## src/rtl/i2c_master_writer.sv

```systemverilog
// I2C master transmitter for single-register writes: START, address+W, register
// address, data byte, STOP, with open-drain SCL/SDA driven through output enables.
module i2c_master_writer #(
  parameter logic [6:0]  SLAVE_ADDR = 7'h50,
  parameter int unsigned CLK_DIV    = 4
) (
  input  logic       clk,
  input  logic       rst,
  input  logic       req,
  input  logic [7:0] req_addr,
  input  logic [7:0] req_data,
  input  logic       sda_in,
  output logic       scl_oe,
  output logic       sda_oe,
  output logic       busy,
  output logic       done,
  output logic       ack_error
);

  localparam int unsigned         DIV_W    = $clog2(CLK_DIV);
  localparam logic [DIV_W-1:0]    DIV_LAST = DIV_W'(CLK_DIV - 1);

  typedef enum logic [2:0] {
    S_IDLE,
    S_START,
    S_DATA,
    S_ACK,
    S_STOP,
    S_DONE
  } state_t;

  state_t           r_state;
  state_t           w_next_state;
  logic [DIV_W-1:0] r_div;
  logic [1:0]       r_q;
  logic [2:0]       r_bit;
  logic [1:0]       r_byte;
  logic [7:0]       r_frame [3];
  logic             r_ack_error;

  logic             w_busy;
  logic             w_accept;
  logic             w_qtick;
  logic             w_phase_end;
  logic [7:0]       w_cur_byte;
  logic             w_bit;

  assign w_busy      = (r_state != S_IDLE) && (r_state != S_DONE);
  assign w_accept    = req && !w_busy;
  assign w_qtick     = (r_div == DIV_LAST);
  assign w_phase_end = w_qtick && (r_q == 2'd3);

  always_comb begin
    case (r_byte)
      2'd0:    w_cur_byte = r_frame[0];
      2'd1:    w_cur_byte = r_frame[1];
      default: w_cur_byte = r_frame[2];
    endcase
  end

  assign w_bit = w_cur_byte[r_bit];

  // NOTE: sequential state uses non-blocking assignments only, so every register
  // samples the pre-edge values of the others and simulation matches hardware.
  always_ff @(posedge clk) begin
    if (rst) begin
      r_state <= S_IDLE;
    end else begin
      r_state <= w_next_state;
    end
  end

  // NOTE: every output of this block gets a default first; a path that skipped
  // an assignment would otherwise infer a latch.
  always_comb begin
    w_next_state = r_state;
    scl_oe       = 1'b0;
    sda_oe       = 1'b0;
    busy         = w_busy;
    done         = (r_state == S_DONE);
    ack_error    = r_ack_error;

    case (r_state)
      S_IDLE: begin
        if (w_accept) w_next_state = S_START;
      end
      S_START: begin
        sda_oe = 1'b1;
        scl_oe = r_q[1];
        if (w_phase_end) w_next_state = S_DATA;
      end
      S_DATA: begin
        scl_oe = ~r_q[1];
        sda_oe = ~w_bit;
        if (w_phase_end && (r_bit == 3'd0)) w_next_state = S_ACK;
      end
      S_ACK: begin
        scl_oe = ~r_q[1];
        if (w_phase_end) begin
          // A NACK skips whatever bytes are left and closes the frame.
          if (r_ack_error || (r_byte == 2'd2)) w_next_state = S_STOP;
          else                                  w_next_state = S_DATA;
        end
      end
      S_STOP: begin
        scl_oe = ~r_q[1];
        sda_oe = (r_q != 2'd3);
        if (w_phase_end) w_next_state = S_DONE;
      end
      S_DONE: begin
        w_next_state = w_accept ? S_START : S_IDLE;
      end
      default: w_next_state = S_IDLE;
    endcase

    // Reset releases the bus in the same cycle rather than at the next edge.
    if (rst) begin
      scl_oe    = 1'b0;
      sda_oe    = 1'b0;
      busy      = 1'b0;
      done      = 1'b0;
      ack_error = 1'b0;
    end
  end

  always_ff @(posedge clk) begin
    if (rst) begin
      r_div       <= '0;
      r_q         <= 2'd0;
      r_bit       <= 3'd7;
      r_byte      <= 2'd0;
      r_ack_error <= 1'b0;
    end else if (w_accept) begin
      r_div       <= '0;
      r_q         <= 2'd0;
      r_bit       <= 3'd7;
      r_byte      <= 2'd0;
      r_ack_error <= 1'b0;
    end else if (w_busy) begin
      r_div <= w_qtick ? '0 : r_div + 1'b1;
      if (w_qtick) r_q <= r_q + 2'd1;

      if ((r_state == S_ACK) && (r_q == 2'd2) && w_qtick && sda_in)
        r_ack_error <= 1'b1;

      if (w_phase_end) begin
        case (r_state)
          S_START: begin
            r_bit  <= 3'd7;
            r_byte <= 2'd0;
          end
          S_DATA:  r_bit <= r_bit - 3'd1;
          S_ACK: begin
            r_bit  <= 3'd7;
            r_byte <= r_byte + 2'd1;
          end
          default: ;
        endcase
      end
    end
  end

  // NOTE: the frame bytes are plain data registers loaded on every accept and
  // never read while idle, so they carry no reset.
  always_ff @(posedge clk) begin
    if (w_accept) begin
      r_frame[0] <= {SLAVE_ADDR, 1'b0};
      r_frame[1] <= req_addr;
      r_frame[2] <= req_data;
    end
  end

endmodule

```

## config.mk

```make
export PLATFORM = sky130hd
export DESIGN_NAME = i2c_master_writer
export DESIGN_NICKNAME = d
export VERILOG_FILES = /design/src/rtl/i2c_master_writer.sv
export SDC_FILE = /design/constraint.sdc
export NUM_CORES = 1
export LEC_CHECK = 0
export CAP_MARGIN = 20
export CORE_ASPECT_RATIO = 0.5
export CORE_MARGIN = 2
export CORE_UTILIZATION = 52
export CTS_CLUSTER_SIZE = 12
export DETAILED_ROUTE_END_ITERATION = 12
export MAX_ROUTING_LAYER = met4
export PLACE_DENSITY = 0.77
export REMOVE_ABC_BUFFERS = 1
export SYNTH_ARGS = -nofsm -noshare
export SYNTH_HDL_FRONTEND = slang
export SYNTH_SLANG_ARGS = --single-unit
```

## constraint.sdc

```tcl
create_clock -name clk -period 3.2 [get_ports clk]
set_input_delay 0.32 -clock clk [delete_from_list [all_inputs] [get_ports clk]]
set_output_delay 0.32 -clock clk [all_outputs]
set_load 0.01 [all_outputs]
```

==> out/qor.yml <==
setup_path:
  critPathCaptureType: "output port"
  cp.required_ps: 2880
  worstSetupPathType: "reg -> out"
  critPathMaxFanout: 9
  worstSetupStartpointType: "flip-flop"
  cp.arrival_ps: 2530
synth:
  synth_top_area_share_pct: 33.0
  synth_area_leaders: "edfxtp_1 33%, dfxtp_1 18%, ha_1 6.9%"
  yosysSeqAreaShare_pct: 50.9
  syn_avg_cell_area_um2: 10.4
  yosysTopAreaCell: "edfxtp_1"
  ys_ff_latch: 29
  ys_types: 42
  synth_enable_flop_cells: 16
  syn-instance-count: 140
  synth_ff_type: "edfxtp_1"
  synth_area_um2: 1450
  postSynth.asyncResetShare_pct: 0
  yosysWarnings: 0
clocking:
  clock_latency_ps: 280
  cts_buffer_depth: 2
  clkTransAtPathRegs_ps: 60
  post_cts_buffers: 0
  cts_resized: 0
  cts_tree: "yes"
  root_buffer: "clkbuf_8"
  hold_buffers: 0
  cts_buffers: 5
  ctsHtreeMaxLevel: 2
  cts_sinks: 29
detailed_routing:
  drtIter0Drc: 81
  drtPass1Iterations: 4
  vias: 1130
  drc: 0
  via_per_inst: 5.57
  routed_wl_mm: 3.06
  final_antenna_net_count: 0
  wl_per_cell_um: 15.1
global_route:
  grt_antenna_before_repair: 0
  grt_util_all_layers_pct: 22.3
  grt_pass1_wl_mm: 4.92
  grt_pass1_vias: 1037
  grt_start_max_net_pins: 19
  overflow: 0
cells_and_area:
  mostFrequentLayoutCells: "24 x clkdlybuf4s50_1, 16 x edfxtp_1, 14 x nor2_1, 13 x dfxtp_1"
  layout-drive-gt1-share_pct: 7.23
  fin_nets: 193
  final_common_cell: "clkdlybuf4s50_1"
  syn_to_final_growth_pct: 25.1
  n_antenna_cell: 0
placed_design:
  gp_congestion: 0.815
  pre_cts_ws_ps: 643
  port_buffers: 24
  detailed_place_hpwl_mm: 2.10
power_and_ir_drop:
  swShare_pct: 20.1
  p_leak_nw: 0.669
  pwr_density_cell_nw_per_um2: 460
  ir_drop_mv: 0.262
  pwr-share-clk_pct: 43.9
  intPower_mw: 0.669
  combPwrFrac_pct: 6.3
  seq_power_share_pct: 49.7
  power.switching_mw: 0.168
die:
  die_w_um: 78.8
  rows: 13
  die_h_um: 41.4
  start_util_pct: 55.5
  io_pins: 25
  core_area_um2: 2620
  fp.dieArea_um2: 3260
timing:
  worst_slew_pin_slew_ps: 749
  skew_ps: 2.95
  finalSetupViolCount: 0
  finalCritPeriodShare_pct: 89.0
  fin_tns_setup_ps: 0
  fin_crit_ps: 2850
  max-slew-margin-rel_pct: 49.8
  clock.fmax_mhz: 351
  setup_slack_ps: 354
  maxSlewViolCount: 0
  timing_hold_violations_final: 0
  rsz0062_at_grt: "no"
run_status:
  status: "completed"
job:
  cap_violations: 0
min_path:
  hold_class: "reg -> reg"
-- path summary, 6_finish.rpt --
| kind | start | endpoint | slack [ps] | depth (start not counted) |
|---|---|---|---|---|
| worst max-delay path | r_byte[0] | sda_oe | 350 | 6 |
| worst max register to register | r_state[2] | r_bit[1] | 1110 | 5 |
| worst min register to register | r_div[0] | r_div[0] | 470 | 2 |
| worst min-delay path | r_div[0] | r_div[0] | 470 | 2 |
-- cells in the mapped netlist, drive strengths merged (2+ instances only) --
cell type	number
edfxtp	16
nor2	15
dfxtp	13
inv	9
ha	8
a21oi	6
buf	6
nand2	6
nor3	6
o21ai	6
a221oi	5
nand2b	5
nand3	4
a31oi	3
nor4	3
xnor2	3
a2111oi	2
and3	2
mux2	2
o41ai	2
or2	2
-- cells by family (layout without fill, tap and decap cells) --
logic type | count (synthesis) | count (layout) | synth area share, %
and+or+nand+nor | 50 | 50 | 17.8
AOI/OAI and AO/OA | 30 | 30 | 14.6
DFF | 29 | 29 | 50.9
buffers and inverters | 16 | 42 | 5.08
adders and majority gates | 8 | 8 | 6.88
xor gates and xnor gates | 4 | 4 | 2.41
muxes | 3 | 3 | 2.24
-- state kept, by name, summed over array words and instances, names as in the netlist --
register	flops
r_q	2
r_ack_error	1
r_div	2
r_frame	16
r_byte	2
r_state	3
r_bit	3
-- power by group through the flow --
stage	sequential, mW	clock, mW	combinational [mW]
CTS	0.416	0.374	0.0534
finish	0.416	0.368	0.0531
global placement	0.425	0	0.0517
floorplan	0.422	0	0.0192
detailed placement	0.424	0	0.0527
global route	0.418	0.390	0.0579
-- area by class of cell --
type                            instances  area (µm²)
Inverter                                9        33.8
Timing Repair Buffer                   25         248
Multi-Input combinational cell         95         644
Clock buffer                            6        72.6
Tap cell                               37        46.3
Clock inverter                          2        33.8
Sequential cell                        29         741
Fill cell                             198         800
-- critical path: stages (launching register included) --
cell and delay, ps:
dfxtp_1 380, ha_1 380, mux2_1 380, o41ai_2 210, nor4_1 80, o31ai_1 250, clkdlybuf4s50_1 580
-- metrics by stage --
step / area, µm² / instances / util [%] / hold WS, ps / power [mW]
global route: 1820 / 203 / 69.5 / 516 / 0.865
global placement: 1710 / 195 / 65.4 / 459 / 0.476
floorplan: 1410 / 133 / - / 393 / 0.441
detailed placement: 1710 / 195 / 65.4 / 470 / 0.477
finish: 1820 / 203 / 69.5 / 473 / 0.837
CTS: 1820 / 203 / 69.5 / 479 / 0.843
-- metal layers --
layer	vias to the layer above	wire length [µm]	global-route usage, %
li1	564	-	-
met1	518	1440	26.8
met2	35	1390	35.5
met3	13	173	6.90
met4	0	63	12.3
met5	-	0	-
No activity file was read; power rests on OpenSTA's default activity.
